--- src/rtl/shift_register_dyn_if.sv ---
// Bus bundle for shift_register_dyn: control, serial data, tap address and all
// data/status outputs. clk_in and rst_in stay plain ports on the module.
interface shift_register_dyn_if #(
  parameter int DATA_W = 8,
  parameter int ADDR_W = 5
);
  logic              clk_en;
  logic              clr_in;
  logic [1:0]        mode_in;
  logic [DATA_W-1:0] data_in;
  logic [ADDR_W-1:0] tap_addr_in;
  logic [DATA_W-1:0] tap_out;
  logic              tap_valid_out;
  logic [DATA_W-1:0] dout_hi;
  logic [DATA_W-1:0] dout_lo;
  logic [ADDR_W:0]   fill_out;
  logic              full_out;

  modport master (
    output clk_en, clr_in, mode_in, data_in, tap_addr_in,
    input  tap_out, tap_valid_out, dout_hi, dout_lo, fill_out, full_out
  );

  modport slave (
    input  clk_en, clr_in, mode_in, data_in, tap_addr_in,
    output tap_out, tap_valid_out, dout_hi, dout_lo, fill_out, full_out
  );
endinterface

--- src/rtl/shift_register_dyn.sv ---
// DEPTH x DATA_W shift register with shift up/down, rotate and hold modes,
// a registered dynamically addressed tap, fill counter and full flag.
module shift_register_dyn #(
  parameter int DATA_W = 8,
  parameter int DEPTH  = 32,
  parameter int ADDR_W = 5
) (
  input  logic                 clk_in,
  input  logic                 rst_in,
  shift_register_dyn_if.slave  bus
);

  typedef enum logic [1:0] {
    MODE_UP   = 2'b00,
    MODE_DOWN = 2'b01,
    MODE_ROT  = 2'b10,
    MODE_HOLD = 2'b11
  } mode_e;

  typedef enum logic {
    DIR_UP   = 1'b0,
    DIR_DOWN = 1'b1
  } dir_e;

  localparam logic [ADDR_W:0] DEPTH_C = (ADDR_W+1)'(DEPTH);

  mode_e             mode;
  logic [DATA_W-1:0] stage_q [DEPTH];
  logic [DATA_W-1:0] stage_d [DEPTH];
  logic [ADDR_W:0]   fill_q, fill_d;
  logic [DATA_W-1:0] tap_q, tap_d;
  logic              tap_valid_q, tap_valid_d;
  dir_e              dir_q, dir_d;

  logic [ADDR_W:0]   addr_ext;
  logic              addr_in_range;
  logic [DATA_W-1:0] tap_word;
  dir_e              rule_dir;
  logic              up_valid;
  logic              down_valid;

  assign mode = mode_e'(bus.mode_in);

  // Tap read mux over the pre-edge stage contents.
  always_comb begin
    addr_ext      = {1'b0, bus.tap_addr_in};
    addr_in_range = addr_ext < DEPTH_C;
    tap_word      = '0;
    for (int unsigned i = 0; i < DEPTH; i++) begin
      if (bus.tap_addr_in == ADDR_W'(i)) tap_word = stage_q[i];
    end
  end

  // Valid-window rule: hold falls back to the direction of the last shift.
  always_comb begin
    rule_dir = dir_q;
    case (mode)
      MODE_UP, MODE_ROT: rule_dir = DIR_UP;
      MODE_DOWN:         rule_dir = DIR_DOWN;
      default:           rule_dir = dir_q;
    endcase
    up_valid   = addr_ext < fill_q;
    down_valid = addr_ext >= (DEPTH_C - fill_q);
  end

  always_comb begin
    tap_d       = addr_in_range ? tap_word : '0;
    tap_valid_d = addr_in_range && ((rule_dir == DIR_DOWN) ? down_valid : up_valid);
    if (bus.clr_in) begin
      tap_d       = '0;
      tap_valid_d = 1'b0;
    end
  end

  always_comb begin
    for (int unsigned i = 0; i < DEPTH; i++) stage_d[i] = stage_q[i];
    fill_d = fill_q;
    dir_d  = dir_q;
    if (bus.clr_in) begin
      for (int unsigned i = 0; i < DEPTH; i++) stage_d[i] = '0;
      fill_d = '0;
    end else if (bus.clk_en) begin
      case (mode)
        MODE_UP: begin
          stage_d[0] = bus.data_in;
          for (int unsigned i = 1; i < DEPTH; i++) stage_d[i] = stage_q[i-1];
          if (fill_q != DEPTH_C) fill_d = fill_q + 1'b1;
          dir_d = DIR_UP;
        end
        MODE_DOWN: begin
          stage_d[DEPTH-1] = bus.data_in;
          for (int unsigned i = 0; i < DEPTH - 1; i++) stage_d[i] = stage_q[i+1];
          if (fill_q != DEPTH_C) fill_d = fill_q + 1'b1;
          dir_d = DIR_DOWN;
        end
        MODE_ROT: begin
          stage_d[0] = stage_q[DEPTH-1];
          for (int unsigned i = 1; i < DEPTH; i++) stage_d[i] = stage_q[i-1];
          dir_d = DIR_UP;
        end
        default: ;
      endcase
    end
  end

  always_ff @(posedge clk_in or posedge rst_in) begin
    if (rst_in) begin
      for (int unsigned i = 0; i < DEPTH; i++) stage_q[i] <= '0;
      fill_q      <= '0;
      tap_q       <= '0;
      tap_valid_q <= 1'b0;
      dir_q       <= DIR_UP;
    end else begin
      for (int unsigned i = 0; i < DEPTH; i++) stage_q[i] <= stage_d[i];
      fill_q      <= fill_d;
      tap_q       <= tap_d;
      tap_valid_q <= tap_valid_d;
      dir_q       <= dir_d;
    end
  end

  assign bus.tap_out       = tap_q;
  assign bus.tap_valid_out = tap_valid_q;
  assign bus.dout_hi       = stage_q[DEPTH-1];
  assign bus.dout_lo       = stage_q[0];
  assign bus.fill_out      = fill_q;
  assign bus.full_out      = (fill_q == DEPTH_C);

endmodule

--- src/flat_wrapper.sv ---
// flat-port wrapper written by rule: the top's interface ports become plain ports
module shift_register_dyn_flat 
#(
  parameter int DATA_W = 8,
  parameter int DEPTH  = 32,
  parameter int ADDR_W = 5
)
  (clk_in, rst_in, bus_clk_en, bus_clr_in, bus_mode_in, bus_data_in, bus_tap_addr_in, bus_tap_out, bus_tap_valid_out, bus_dout_hi, bus_dout_lo, bus_fill_out, bus_full_out);
  shift_register_dyn_if #(.DATA_W(DATA_W), .ADDR_W(ADDR_W)) bus_i ();
  input  logic clk_in;
  input  logic rst_in;
  input wire logic [$bits(bus_i.clk_en)-1:0] bus_clk_en;
  input wire logic [$bits(bus_i.clr_in)-1:0] bus_clr_in;
  input wire logic [$bits(bus_i.mode_in)-1:0] bus_mode_in;
  input wire logic [$bits(bus_i.data_in)-1:0] bus_data_in;
  input wire logic [$bits(bus_i.tap_addr_in)-1:0] bus_tap_addr_in;
  output wire logic [$bits(bus_i.tap_out)-1:0] bus_tap_out;
  output wire logic [$bits(bus_i.tap_valid_out)-1:0] bus_tap_valid_out;
  output wire logic [$bits(bus_i.dout_hi)-1:0] bus_dout_hi;
  output wire logic [$bits(bus_i.dout_lo)-1:0] bus_dout_lo;
  output wire logic [$bits(bus_i.fill_out)-1:0] bus_fill_out;
  output wire logic [$bits(bus_i.full_out)-1:0] bus_full_out;
  assign bus_i.clk_en = bus_clk_en;
  assign bus_i.clr_in = bus_clr_in;
  assign bus_i.mode_in = bus_mode_in;
  assign bus_i.data_in = bus_data_in;
  assign bus_i.tap_addr_in = bus_tap_addr_in;
  assign bus_tap_out = bus_i.tap_out;
  assign bus_tap_valid_out = bus_i.tap_valid_out;
  assign bus_dout_hi = bus_i.dout_hi;
  assign bus_dout_lo = bus_i.dout_lo;
  assign bus_fill_out = bus_i.fill_out;
  assign bus_full_out = bus_i.full_out;
  shift_register_dyn #(.DATA_W(DATA_W), .DEPTH(DEPTH), .ADDR_W(ADDR_W)) u_core (.clk_in(clk_in), .rst_in(rst_in), .bus(bus_i));
endmodule
--- config.mk ---
export PLATFORM = sky130hd
export DESIGN_NAME = shift_register_dyn_flat
export DESIGN_NICKNAME = d
export VERILOG_FILES = /design/src/rtl/shift_register_dyn_if.sv /design/src/rtl/shift_register_dyn.sv /design/src/flat_wrapper.sv
export SDC_FILE = /design/constraint.sdc
export NUM_CORES = 1
export LEC_CHECK = 0
export CAP_MARGIN = 20
export CORE_AREA = 2 2 151 183
export DETAILED_ROUTE_END_ITERATION = 10
export DIE_AREA = 0 0 153 185
export PLACE_DENSITY_LB_ADDON = 0.15
export SLEW_MARGIN = 10
export SYNTH_ARGS = -nofsm -noshare
export SYNTH_HDL_FRONTEND = slang
export SYNTH_SLANG_ARGS = --single-unit
--- constraint.sdc ---
create_clock -name clk_in -period 11.2 [get_ports clk_in]
set_clock_uncertainty 0.05 [all_clocks]
set_input_delay 1.12 -clock clk_in [delete_from_list [all_inputs] [get_ports clk_in]]
set_output_delay 1.12 -clock clk_in [all_outputs]
set_load 0.05 [all_outputs]
### After elaboration in Yosys (flattened, before gate mapping)

Index checks and enable logic that the tools add are counted.

| cells by class | value |
|---|---|
| add/sub/neg operators | 2 |
| bitwise operators | 1 |
| $mul | 0 |
| $lt $le $gt $ge | 2 |
| reductions and logical operators | 11 |
| eq/ne operators | 35 |
| shift operators | 0 |
| div/mod/pow operators | 0 |
| multiplexer cells | 43 |

Operators by type and width:

| kind | count |
|---|---|
| case mux 256 bit (3 select lines) | 1 |
| two-way mux 256 bit | 2 |
| two-way mux 8 bit | 33 |
| equality test 5 bit (second input constant) | 16 |
| equality test 5 x 4 -> 1 bit (second input constant) | 8 |
| two-way mux 6 bit | 4 |
| equality test 5 x 3 -> 1 bit (second input constant) | 4 |
| equality test 5 x 2 -> 1 bit (second input constant) | 2 |
| adder 6 x 1 -> 6 bit (second input constant) | 1 |
| equality test 6 bit (second input constant) | 1 |
| >= comparator 5 x 6 -> 1 bit | 1 |
| less-than comparator 5 x 6 -> 1 bit | 1 |
| inequality test 6 bit (second input constant) | 1 |
| nonzero test 2 bit | 3 |
| subtractor 6 bit (first input constant) | 1 |
| equality test 5 x 1 -> 1 bit (second input constant) | 1 |
| zero test 5 bit | 1 |
| AND reduction 2 bit | 2 |
| nonzero test 4 bit | 1 |
| OR reduction 2 bit | 2 |
| AND reduction 3 bit | 1 |
| equality test 2 x 1 -> 1 bit (second input constant) | 1 |
| equality test 2 bit (second input constant) | 1 |
| zero test 2 bit | 1 |
| 3 further kinds | 4 |

| storage, ports and cells | value |
|---|---|
| memory bits (read-only) | 0 |
| bits in latches | 0 |
| bits in writable memories | 0 |
| memories kept | 0 |
| bits of input ports | 19 |
| register bits after elaboration | 272 |

### Depth between registers and ports, before layout

| logic depth | value |
|---|---|
| word-level depth | 34 |
| gate-level depth with buffers | 10 |
| gate-level depth less buffers | 9 |

### Worst setup path before layout

OpenSTA, ideal clock, no wires.

| path | value |
|---|---|
| kind | input to register |
| start | input bus_mode_in[0] |
| end | register u_core.stage_q[184] in the netlist's numbering |
| cell stages on the path | 9 |
| setup time | 95 ps |
| arrival time | 2670 ps |
| buffers on the path | 3 |
| setup slack | 8385 ps |
| data required time | 11055 ps |
| cell sequence | inv_1 -> ha_1 -> buf_2 -> or3_1 -> a21oi_2 -> buf_2 -> buf_1 -> nand2_1 -> o31ai_1 |

| between the ends | value |
|---|---|
| longest elaborated chain between the ends | 4 |
| elaborated cells between the ends (all ways) | 8 |

Ends and longest elaborated chain:

| item | line | text |
|---|---|---|
| from (decl) | flat_wrapper.sv:14 | `input wire logic [$bits(bus_i.mode_in)-1:0] bus_mode_in;` |
| equality test 2 bit, or another cell as far along | shift_register_dyn.sv:83 | `case (mode)` |
| case mux 256 bit (3 select lines) | shift_register_dyn.sv:83 |  |
| two-way mux 256 bit | shift_register_dyn.sv:82 | `end else if (bus.clk_en) begin` |
| two-way mux 256 bit | shift_register_dyn.sv:79 | `if (bus.clr_in) begin` |
| to (decl) | shift_register_dyn.sv:28 | `logic [DATA_W-1:0] stage_q [DEPTH];` |

Parallel ways exist; a longest one is shown, timed or not. The select of a mux whose other input is x is not followed.
A chain may end at the register's enable or synchronous reset.

### Final worst setup path

| path | value |
|---|---|
| start | input bus_mode_in[0] |
| end | register u_core.stage_q[126] in the netlist's numbering |

Same word-level chain as after synthesis.

==> run_results.csv <==
group,metric,value,unit
floorplan,die-area,28310,um2
clock_tree,clkLatencyLatePin,0.55,ns
grt,grt_usage,0.3403,
detailed_routing,routedWlPerCell,23.61,um
floorplan,floorplan.rows,66,
power_and_ir_drop,p_int,1.593,mW
timing,setup_violations,0,
cells_and_area,area_delta_synth_final,6.000,%
clock_tree,clk_pin_slew,0.06,ns
synthesis,synth_flop_cell,"dfrtp_1",
clock_tree,postCtsSetupBuffers,0,
timing,fin_crit_sh,0.3828,
timing,grt_setup_unrepaired,"no",
grt,antenna_found_initial,0,
floorplan,chipHeight,185,um
power_and_ir_drop,seq_power_share,0.449,
synthesis,avgSynthCellArea,9.022,um2
worst_setup_path,reg2reg_slack,9.01,ns
placed_design,placed_area,16550,um2
synthesis,synth_warnings,0,
detailed_routing,routed_wl,48.87,mm
clock_tree,cts_buffer_depth,3,
floorplan,coreArea,26670,um2
power_and_ir_drop,clockPowerShare,0.413,
grt,grt_pass1_vias,14000,
synthesis,synth_top_cell_by_area,"dfrtp_1",
min_path,hold_path.class,"reg2reg",
synthesis,yosys-top-cells-count,"nand2_1, dfrtp_1, a22oi_1",
synthesis,synthCells,1826,
timing,hold_violations,0,
run,maxCapViolCount,0,
synthesis,ys_ff_latch,272,
worst_setup_path,criticalPathCategory,"in2reg",
timing,setup_slack,6.912,ns
power_and_ir_drop,power_density,128.2,nW/um2
status,status,"finished clean",
cells_and_area,final_util,0.6547,
synthesis,ys_types,82,
placed_design,routabilityCongestion,0.9188,
timing,final_max_slew_viol_count,0,
power_and_ir_drop,comb_power_share,0.138,
floorplan,die_w,153,um
placed_design,place.detailed.hpwl,29.94,mm
timing,setup_tns,0,ns
grt,grt_max_degree,219,
synthesis,synth-edff-count,0,
worst_setup_path,crit_fanout,91,
worst_setup_path,cp.required,11.60,ns
timing,slew_headroom,0.2587,
synthesis,synth_nets,1860,
placed_design,pre_cts_slack,6.454,ns
synthesis,synth_top_area_frac,0.4132,
clock_tree,cts_tree,"yes",
detailed_routing,drc,0,
synthesis,ys_seq_area_frac,0.4132,
detailed_routing,via_per_inst,7.286,
cells_and_area,drive_gt1_frac,0.06069,
grt,grt.overflow.total,0,
cells_and_area,nFillCells,2176,
power_and_ir_drop,switching_share,0.2883,
cells_and_area,nets,1747,
detailed_routing,first_pass_iters,6,
clock_tree,hold_buffers,0,
floorplan,initial_core_util,0.6176,
detailed_routing,num_vias,15080,
synthesis,ys_top_cells_by_area,"dfrtp_1, a22oi_1, o31ai_1",
cells_and_area,antenna_cells,0,
worst_setup_path,cp-end-kind,"register",
worst_setup_path,worstPathArrival,4.68,ns
timing,min_period,4.288,ns
detailed_routing,ant_nets,0,
floorplan,ios,51,
synthesis,yosysMostFrequentCell,"nand2_1",
timing,tightest_slew,1.112,ns
detailed_routing,drtIter0Drc,2039,
clock_tree,htreeDepth,1,
clock_tree,clock-sinks,272,
placed_design,numPortBuffers,50,
clock_tree,cts_buffers,29,
grt,grt_pass1_wl,78.63,mm
cells_and_area,finish.instance_area,17460,um2
power_and_ir_drop,leakage,6.567,nW
synthesis,syn_area,16470,um2
power_and_ir_drop,p_sw,645.5,uW
clock_tree,cts_resized,0,
worst_setup_path,cp-start-kind,"input pin",
timing,fmax,233.2,MHz
synthesis,async_reset_ff_frac,1.000,
power_and_ir_drop,vdd_drop_max,108.9,uV
clock_tree,cts_root_buffer,"clkbuf_16",
## placed cells by master (no fill, tap or decap), types with 4 or more instances in the layout
cell type        count
o21a_1               7
a211oi_1            22
o22a_1               6
a221oi_1             8
o21ai_1              8
a21o_1               5
a2bb2oi_1            6
clkbuf_16           29
a31oi_1              9
nand2_1            303
clkbuf_8             6
a32oi_1              4
nand3_1             12
clkdlybuf4s50_1     45
o311ai_1             6
o22ai_1             18
mux2i_1             35
inv_1               25
and3_1               4
ha_1                15
o221ai_1            17
dfrtp_1            272
o21bai_1             4
a22oi_1            260
nor2b_1             17
buf_4               24
nand3b_1             4
nor3_1              11
o211ai_1             4
a21oi_1             43
nor3b_1              5
mux2_2              11
o21ai_0             69
xnor2_1              6
clkbuf_1             8
nand2b_1            13
o31ai_1            259
nor2_1              51
## metal layers
metal	vias up	GRT usage	part of all wire
li1	6724	-	-
met2	743	0.5413	0.48
met4	0	0.1607	0.046
met5	-	0	0
met3	136	0.04399	0.074
met1	7480	0.4667	0.40
## sequential cells by signal, summed over array words and instances, names as in the netlist
| register | cells |
|---|---|
| u_core.bus.dout_hi | 8 |
| u_core.bus.dout_lo | 8 |
| u_core.bus.fill_out | 6 |
| u_core.bus.tap_out | 8 |
| u_core.bus.tap_valid_out | 1 |
| u_core.dir_q | 1 |
| u_core.stage_q | 240 |
## power by group through the flow
stage / sequential (mW) / combinational (mW) / clock, mW
5_1_grt: 1.01 / 0.332 / 0.970
4_1_cts: 1.01 / 0.302 / 0.936
3_5_place_dp: 1.02 / 0.302 / 0
3_3_place_gp: 1.02 / 0.299 / 0
6_report: 1.01 / 0.308 / 0.925
2_1_floorplan: 1.03 / 0.225 / 0
## final timing paths
path | start | endpoint | cells after the start
worst max-delay path | bus_mode_in[0] | u_core.stage_q[126] | 7
worst min-delay path | u_core.dir_q | u_core.dir_q | 2
worst max register to register | u_core.bus.fill_out[0] | u_core.bus.tap_valid_out | 9
worst min register to register | u_core.dir_q | u_core.dir_q | 2
max in group asynchronous | rst_in | u_core.stage_q[187] | 3
min in group asynchronous | rst_in | u_core.stage_q[115] | 2
## through the flow
step,hold slack (ns),instances,power (mW)
4_1_cts,0.4740,2069,2.244
3_3_place_gp,0.4396,2021,1.322
5_1_grt,0.5053,2070,2.308
2_1_floorplan,0.4218,1826,1.254
3_5_place_dp,0.4613,2021,1.326
6_report,0.4676,2070,2.239
## final cells by class
cell class	instances	area [um2]	share of cell area
inverters	28	112.6	0.006448
multi-input cells	1308	8528	0.4884
well taps	340	425.4	0.02436
clock buffers	42	824.5	0.04722
repair buffers	74	701.9	0.04019
clock inverters	6	63.81	0.003654
flip-flops and latches	272	6807	0.3898
## cell families after synthesis
family,Yosys count,synth area share
AOI/OAI and AO/OA,785,0.3456
and+or+nand+nor,451,0.1236
DFF,272,0.4132
buffers and inverters,246,0.07025
muxes,49,0.03175
adders and majority gates,15,0.01139
xor gates and xnor gates,8,0.004253
## critical path: stages
cell and delay, ns:
clkdlybuf4s50_1 0.52, inv_1 0.08, ha_1 0.64, and2_4 0.87, buf_4 0.89, a22oi_1 0.16
o31ai_1 0.27
(Power assumes the default switching activity.)
